<file path="src/rtl/uart_param.sv">
// Parametrised single-clock UART: independent TX and RX engines, each with its own
// baud prescaler and oversample tick counter, valid/ready on both data sides.
module uart_param #(
  parameter int DATA_BITS  = 8,
  parameter int CLK_DIV    = 1,
  parameter int OVERSAMPLE = 16,
  parameter int PARITY     = 0,
  parameter int STOP_BITS  = 1
) (
  input  logic                 clk,
  input  logic                 reset,
  input  logic                 tx_enable,
  input  logic [DATA_BITS-1:0] tx_data,
  input  logic                 tx_valid,
  output logic                 tx_ready,
  output logic                 tx_out,
  output logic                 tx_busy,
  input  logic                 rx_enable,
  input  logic                 rx_in,
  output logic [DATA_BITS-1:0] rx_data,
  output logic                 rx_valid,
  input  logic                 rx_ready,
  output logic                 rx_frame_err,
  output logic                 rx_parity_err,
  output logic                 rx_over_run
);

  localparam int PW = (CLK_DIV > 1) ? $clog2(CLK_DIV) : 1;
  localparam int TW = $clog2(OVERSAMPLE);
  localparam int BW = $clog2(DATA_BITS);
  localparam logic [PW-1:0] PRESC_LAST = PW'(CLK_DIV - 1);
  localparam logic [TW-1:0] TICK_LAST  = TW'(OVERSAMPLE - 1);
  localparam logic [TW-1:0] TICK_HALF  = TW'(OVERSAMPLE / 2 - 1);
  localparam logic [BW-1:0] DATA_LAST  = BW'(DATA_BITS - 1);
  localparam logic [BW-1:0] STOP_LAST  = BW'(STOP_BITS - 1);
  localparam bit            HAS_PARITY = (PARITY != 32'sd0);

  typedef enum logic [2:0] {
    S_IDLE   = 3'd0,
    S_START  = 3'd1,
    S_DATA   = 3'd2,
    S_PARITY = 3'd3,
    S_STOP   = 3'd4
  } state_t;

  // Odd parity makes the total count of ones odd, even parity makes it even.
  function automatic logic parity_bit(input logic [DATA_BITS-1:0] d);
    if (PARITY == 32'sd1) parity_bit = ~^d;
    else                  parity_bit = ^d;
  endfunction

  // ---------------- TX ----------------
  state_t                 tx_state_r, tx_state_s;
  logic [PW-1:0]          tx_presc_r;
  logic [TW-1:0]          tx_tick_r;
  logic [BW-1:0]          tx_bit_r, tx_bit_s;
  logic [DATA_BITS-1:0]   tx_data_r;
  logic                   tx_out_r, tx_out_s, tx_busy_r, tx_busy_s;
  logic                   tx_accept_s, tx_tick_s, tx_bit_done_s;

  assign tx_ready      = (tx_state_r == S_IDLE) && tx_enable;
  assign tx_accept_s   = tx_valid && tx_ready;
  assign tx_tick_s     = (tx_presc_r == PRESC_LAST);
  assign tx_bit_done_s = tx_tick_s && (tx_tick_r == TICK_LAST);
  assign tx_out        = tx_out_r;
  assign tx_busy       = tx_busy_r;

  // TX state, counters and word latch; counters sit at zero while idle so accept restarts them
  always_ff @(posedge clk) begin
    if (reset) begin
      tx_state_r <= S_IDLE;
      tx_presc_r <= '0;
      tx_tick_r  <= '0;
      tx_bit_r   <= '0;
      tx_data_r  <= '0;
    end else begin
      tx_state_r <= tx_state_s;
      tx_bit_r   <= tx_bit_s;
      if (tx_accept_s) tx_data_r <= tx_data;
      if (tx_state_r == S_IDLE) begin
        tx_presc_r <= '0;
        tx_tick_r  <= '0;
      end else begin
        tx_presc_r <= tx_tick_s ? '0 : tx_presc_r + PW'(1);
        if (tx_tick_s) tx_tick_r <= (tx_tick_r == TICK_LAST) ? '0 : tx_tick_r + TW'(1);
      end
    end
  end

  // TX next-state
  always_comb begin
    tx_state_s = tx_state_r;
    tx_bit_s   = tx_bit_r;
    case (tx_state_r)
      S_IDLE: begin
        if (tx_accept_s) begin tx_state_s = S_START; tx_bit_s = '0; end
        else             begin tx_state_s = S_IDLE;  tx_bit_s = tx_bit_r; end
      end
      S_START: begin
        if (tx_bit_done_s) begin tx_state_s = S_DATA; tx_bit_s = '0; end
        else               begin tx_state_s = S_START; end
      end
      S_DATA: begin
        if (tx_bit_done_s && (tx_bit_r == DATA_LAST)) begin
          tx_bit_s = '0;
          if (HAS_PARITY) tx_state_s = S_PARITY;
          else            tx_state_s = S_STOP;
        end else if (tx_bit_done_s) begin
          tx_bit_s = tx_bit_r + BW'(1);
        end else begin
          tx_bit_s = tx_bit_r;
        end
      end
      S_PARITY: begin
        if (tx_bit_done_s) begin tx_state_s = S_STOP; tx_bit_s = '0; end
        else               begin tx_state_s = S_PARITY; end
      end
      S_STOP: begin
        if (tx_bit_done_s && (tx_bit_r == STOP_LAST)) begin
          tx_state_s = S_IDLE;
          tx_bit_s   = '0;
        end else if (tx_bit_done_s) begin
          tx_bit_s = tx_bit_r + BW'(1);
        end else begin
          tx_bit_s = tx_bit_r;
        end
      end
      default: begin tx_state_s = S_IDLE; tx_bit_s = '0; end
    endcase
  end

  // TX line value decoded from the upcoming state, so the pin flop changes with the state
  always_comb begin
    tx_busy_s = (tx_state_s != S_IDLE);
    case (tx_state_s)
      S_START:  tx_out_s = 1'b0;
      S_DATA:   tx_out_s = tx_data_r[tx_bit_s];
      S_PARITY: tx_out_s = parity_bit(tx_data_r);
      default:  tx_out_s = 1'b1;
    endcase
  end

  // TX output registers
  always_ff @(posedge clk) begin
    if (reset) begin
      tx_out_r  <= 1'b1;
      tx_busy_r <= 1'b0;
    end else begin
      tx_out_r  <= tx_out_s;
      tx_busy_r <= tx_busy_s;
    end
  end

  // ---------------- RX ----------------
  state_t                 rx_state_r, rx_state_s;
  logic                   rx_d1_r, rx_d2_r;
  logic [PW-1:0]          rx_presc_r;
  logic [TW-1:0]          rx_tick_r;
  logic [BW-1:0]          rx_bit_r, rx_bit_s;
  logic [DATA_BITS-1:0]   rx_shift_r, rx_data_r;
  logic                   rx_par_r, rx_valid_r, rx_ferr_r, rx_perr_r, rx_orun_r;
  logic                   rx_tick_s, rx_sample_s, rx_deliver_s;

  assign rx_tick_s    = (rx_presc_r == PRESC_LAST);
  assign rx_sample_s  = rx_tick_s &&
                        (rx_tick_r == ((rx_state_r == S_START) ? TICK_HALF : TICK_LAST));
  assign rx_deliver_s = rx_enable && rx_sample_s && (rx_state_r == S_STOP);
  assign rx_data       = rx_data_r;
  assign rx_valid      = rx_valid_r;
  assign rx_frame_err  = rx_ferr_r;
  assign rx_parity_err = rx_perr_r;
  assign rx_over_run   = rx_orun_r;

  // Synchroniser, RX state and sampling counters; the half-bit start sample re-phases the tick counter
  always_ff @(posedge clk) begin
    if (reset) begin
      rx_d1_r    <= 1'b1;
      rx_d2_r    <= 1'b1;
      rx_state_r <= S_IDLE;
      rx_presc_r <= '0;
      rx_tick_r  <= '0;
      rx_bit_r   <= '0;
      rx_shift_r <= '0;
      rx_par_r   <= 1'b0;
    end else begin
      rx_d1_r    <= rx_in;
      rx_d2_r    <= rx_d1_r;
      rx_state_r <= rx_state_s;
      rx_bit_r   <= rx_bit_s;
      if (rx_state_r == S_IDLE) begin
        rx_presc_r <= '0;
        rx_tick_r  <= '0;
      end else begin
        rx_presc_r <= rx_tick_s ? '0 : rx_presc_r + PW'(1);
        if (rx_sample_s)    rx_tick_r <= '0;
        else if (rx_tick_s) rx_tick_r <= rx_tick_r + TW'(1);
      end
      if (rx_sample_s && (rx_state_r == S_DATA))   rx_shift_r <= {rx_d2_r, rx_shift_r[DATA_BITS-1:1]};
      if (rx_sample_s && (rx_state_r == S_PARITY)) rx_par_r   <= rx_d2_r;
    end
  end

  // RX next-state
  always_comb begin
    rx_state_s = rx_state_r;
    rx_bit_s   = rx_bit_r;
    if (!rx_enable) begin
      rx_state_s = S_IDLE;
      rx_bit_s   = '0;
    end else begin
      case (rx_state_r)
        S_IDLE: begin
          if (!rx_d2_r) begin rx_state_s = S_START; rx_bit_s = '0; end
          else          begin rx_state_s = S_IDLE; end
        end
        S_START: begin
          if (rx_sample_s && rx_d2_r)  rx_state_s = S_IDLE;
          else if (rx_sample_s)        rx_state_s = S_DATA;
          else                         rx_state_s = S_START;
        end
        S_DATA: begin
          if (rx_sample_s && (rx_bit_r == DATA_LAST)) begin
            rx_bit_s = '0;
            if (HAS_PARITY) rx_state_s = S_PARITY;
            else            rx_state_s = S_STOP;
          end else if (rx_sample_s) begin
            rx_bit_s = rx_bit_r + BW'(1);
          end else begin
            rx_bit_s = rx_bit_r;
          end
        end
        S_PARITY: begin
          if (rx_sample_s) rx_state_s = S_STOP;
          else             rx_state_s = S_PARITY;
        end
        S_STOP: begin
          if (rx_sample_s) rx_state_s = S_IDLE;
          else             rx_state_s = S_STOP;
        end
        default: begin rx_state_s = S_IDLE; rx_bit_s = '0; end
      endcase
    end
  end

  // RX delivery and consumer handshake; a new word beats a same-cycle handshake
  always_ff @(posedge clk) begin
    if (reset) begin
      rx_data_r  <= '0;
      rx_valid_r <= 1'b0;
      rx_ferr_r  <= 1'b0;
      rx_perr_r  <= 1'b0;
      rx_orun_r  <= 1'b0;
    end else if (rx_deliver_s) begin
      rx_data_r  <= rx_shift_r;
      rx_valid_r <= 1'b1;
      rx_ferr_r  <= ~rx_d2_r;
      rx_perr_r  <= HAS_PARITY && (rx_par_r != parity_bit(rx_shift_r));
      rx_orun_r  <= rx_valid_r && !rx_ready;
    end else if (rx_valid_r && rx_ready) begin
      rx_valid_r <= 1'b0;
    end
  end

endmodule

</file>
<file path="config.mk">
export PLATFORM = sky130hd
export DESIGN_NAME = uart_param
export DESIGN_NICKNAME = d
export VERILOG_FILES = /design/src/rtl/uart_param.sv
export SDC_FILE = /design/constraint.sdc
export NUM_CORES = 1
export LEC_CHECK = 0
export CORE_UTILIZATION = 43
export DETAILED_ROUTE_END_ITERATION = 8
export GPL_TIMING_DRIVEN = 0
export PLACE_DENSITY = 0.61
export SLEW_MARGIN = 20
export SYNTH_ARGS = -nofsm -noshare
export SYNTH_HDL_FRONTEND = slang
export SYNTH_SLANG_ARGS = --single-unit
</file>
<file path="constraint.sdc">
create_clock -name clk -period 3.3 [get_ports clk]
set_input_delay 0.495 -clock clk [delete_from_list [all_inputs] [get_ports clk]]
set_output_delay 0.495 -clock clk [all_outputs]
set_load 0.05 [all_outputs]
</file>
==> impl_metrics.ini <==
[run_status]
status = finished clean

[power]
p_leak_nw = 1.15
power_mw = 1.14
ir_worst_vdd_mv = 0.190
power.density_nw_per_um2 = 397

[hold_path]
hold_class = reg2reg
hold_depth = 1

[drt]
final_antenna_net_count = 0
routed_via_density = 5.07
drcViolationCount = 0
routed_wl_um = 4450
vias = 1846
post_drt_wl_per_cell_um = 12.2
firstDrtPassIters = 6
drtIter0Drc = 44

[placement]
dp.final_hpwl_um = 3230
gp_congestion = 0.778
portBuffers = 28

[worst_setup_path]
crit_path_top_delay_cell = nor4b_1
max_stage_delay_ps = 620
crit_end = tx_out$_SDFF_PP1_
crit_path_start = tx_bit_r[0]$_SDFF_PP0_
r2r-end = tx_out$_SDFF_PP1_
cp-start-kind = flip-flop
worst-path-stages = 10
crit_arrival_ps = 2890
cpLargestDelayFamily = simple AND/OR/NAND/NOR gates
rr_startpoint = tx_bit_r[0]$_SDFF_PP0_
r2r_cells = 10
crit_path_cell_trace = ha_1 > ha_1 > nor3b_1 > a31oi_1 > nor4b_1 > or2_0 > buf_2 > mux2i_1 > a211oi_1 > o31a_1
endpoint_kind = flip-flop
cp_data_required_time_ps = 3500
path_buf_inv = 1
path_max_fanout = 5
reg2reg_setup_slack_ps = 610
path_class = reg2reg
crit_top_cell = ha_1

[grt]
grt_max_degree = 19
grt_pass1_wl_um = 7710
top_usage_layer = met2
grtUsageMet3_pct = 4.05
grt_use_met1_pct = 21.9
grt_util_all_layers_pct = 16.3
grt.met2_usage_pct = 25.3
grt_pass1_vias = 1689
antenna_found_initial = 0
overflow = 0

[clocking]
root_buffer = clkbuf_8
cts_max_path_buffers = 2
cts_setup_buffers = 0
clk_pin_slew_ps = 100
h-tree-depth = 2
clock-sinks = 53
numCtsBuffers = 5
holdBufCountCts = 0
tritoncts = done
clk_latency_ps = 310
cts_resized = 0

[cells_and_area]
fill_cells = 508
area_growth_pct = 19.6
drive_gt1_share_pct = 7.48
seqCellArea_sq_um = 1060
multi_input_area_sq_um = 1250
insertedDiodeCount = 0
final_nets = 316

[synthesis]
synth_largest_area_cell = dfxtp_1
synth-seq-cells = 53
synthTopCellsByArea = dfxtp_1 (44%), mux2i_1 (12%), nor2_1 (6.6%), ha_1 (4.2%), xnor2_1 (2.9%)
yosysUniqueCellTypes = 47
synth_top_area_share_pct = 44.3
synthCells = 256
synth_top_flop_cell = dfxtp_1
synth_edf_count = 0
synth_area_sq_um = 2400
async_reset_ff_share_pct = 0
yosys_warnings = 0
yosysSeqAreaShare_pct = 44.3
postSynthAreaPerCell_sq_um = 9.36

[timing]
skew_ps = 10.8
setup_viol = 0
rsz0062_at_grt = false
drv_slew = 0
final-hold-violation-count = 0
finalSetupTns_ps = 0
fin_crit_ps = 2690
relSlewSlack_pct = 56.0
max_clock_freq_mhz = 372
worstMarginPinSlew_ps = 651
fin_crit_sh_pct = 81.4

[die]
num_rows = 26
io-pin-count = 30
coreArea_sq_um = 5240
die_width_um = 76.7
die_h_um = 76.7
initial_core_util_pct = 45.8
dieArea_sq_um = 5880

[job]
maxCapViolCount = 0
## routing by layer
layer	up-vias	part of all wire, %	wire length (um)
li1	962	-	-
met1	844	50	2240
met2	35	45	1990
met3	5	3.6	159
met4	0	1.3	57
met5	-	0	0
## registers in the layout, indices dropped and copies added (netlist names)
name          cells
rx_bit_r          3
rx_d1_r           1
rx_d2_r           1
rx_data           8
rx_frame_err      1
rx_over_run       1
rx_presc_r        1
rx_shift_r        8
rx_state_r        3
rx_tick_r         4
rx_valid          1
tx_bit_r          3
tx_busy           1
tx_data_r         8
tx_out            1
tx_presc_r        1
tx_state_r        3
tx_tick_r         4
## metrics by stage
step | std cells | util (%) | cell area [sq um] | setup slack (ps) | hold WS (ps)
floorplan | 258 | - | 2400 | 967 | 389
global placement | 356 | 52.9 | 2770 | 593 | 392
detailed placement | 356 | 52.9 | 2770 | 547 | 399
CTS | 364 | 54.7 | 2870 | 585 | 428
global route | 364 | 54.7 | 2870 | 452 | 454
finish | 364 | 54.7 | 2870 | 612 | 420
## cell usage in the layout (no fill, tap or decap), types with 2 or more instances in the layout
cell / n
or2_2: 3
nand3_1: 6
buf_2: 4
xnor2_1: 8
clkbuf_8: 5
nand2_1: 6
clkbuf_1: 8
a211oi_1: 4
dfxtp_1: 53
nor2_1: 42
and2b_1: 2
o211ai_1: 3
or3_1: 3
xor2_1: 5
nor3_1: 11
a32oi_1: 2
a21oi_1: 11
nand2b_1: 3
inv_1: 7
nand4b_1: 2
nor2b_1: 3
conb_1: 3
a31oi_1: 2
nor3b_1: 6
o21ai_0: 4
clkdlybuf4s50_1: 28
mux2i_1: 28
ha_1: 8
## logic make-up after synthesis
kind of cell | count (synthesis) | synth area share, %
adders and majority gates | 8 | 4.18
xor gates and xnor gates | 13 | 4.75
other | 1 | 0.156
muxes | 28 | 11.7
AOI/OAI and AO/OA | 35 | 10.4
DFF | 53 | 44.3
and+or+nand+nor | 97 | 20.8
buffers and inverters | 21 | 3.76
## report_power, final
part / switching (mW) / internal (mW)
clock: 0.229 / 0.154
sequential: 0.00897 / 0.650
combinational: 0.0509 / 0.0465
total: 0.289 / 0.850
## worst min-delay path by stage
| stage | from | endpoint | slack [ps] |
|---|---|---|---|
| after floorplan | rx_d1_r$_SDFF_PP1_ | rx_d2_r$_SDFF_PP1_ | 390 |
| final | rx_d1_r$_SDFF_PP1_ | rx_d2_r$_SDFF_PP1_ | 420 |
| after global placement | rx_d1_r$_SDFF_PP1_ | rx_d2_r$_SDFF_PP1_ | 390 |
| after CTS | rx_d1_r$_SDFF_PP1_ | rx_d2_r$_SDFF_PP1_ | 430 |
| after detailed placement | rx_d1_r$_SDFF_PP1_ | rx_d2_r$_SDFF_PP1_ | 400 |
| after global routing | rx_d1_r$_SDFF_PP1_ | rx_d2_r$_SDFF_PP1_ | 450 |
## area by class of cell
class / instances / area share [%]
plain buffers: 13 / 2.01
clock buffers: 5 / 2.40
clock inverters: 3 / 0.873
inverters: 8 / 1.13
multi-input cells: 184 / 43.7
flip-flops and latches: 53 / 37.0
well taps: 70 / 3.06
repair buffers: 28 / 9.78
## worst reg2reg max path: cells and delay by family, from the launching register on
kind,cells,cell delay (ps)
flops,1,350
buf+inv,1,170
simple gates,3,980
fa+ha+maj,2,420
mux,1,210
compound gates,3,490
## cells in the mapped netlist (2+ instances only)
library cell / number
a211oi_1: 4
a21oi_1: 11
a31oi_1: 2
a32oi_1: 2
and2b_1: 2
buf_2: 4
clkbuf_1: 8
dfxtp_1: 53
ha_1: 8
inv_1: 7
mux2i_1: 28
nand2_1: 6
nand2b_1: 3
nand3_1: 6
nand4b_1: 2
nor2_1: 42
nor2b_1: 3
nor3_1: 11
nor3b_1: 6
o211ai_1: 3
o21ai_0: 4
or2_2: 3
or3_1: 3
xnor2_1: 8
xor2_1: 5
(Power assumes the default switching activity.)
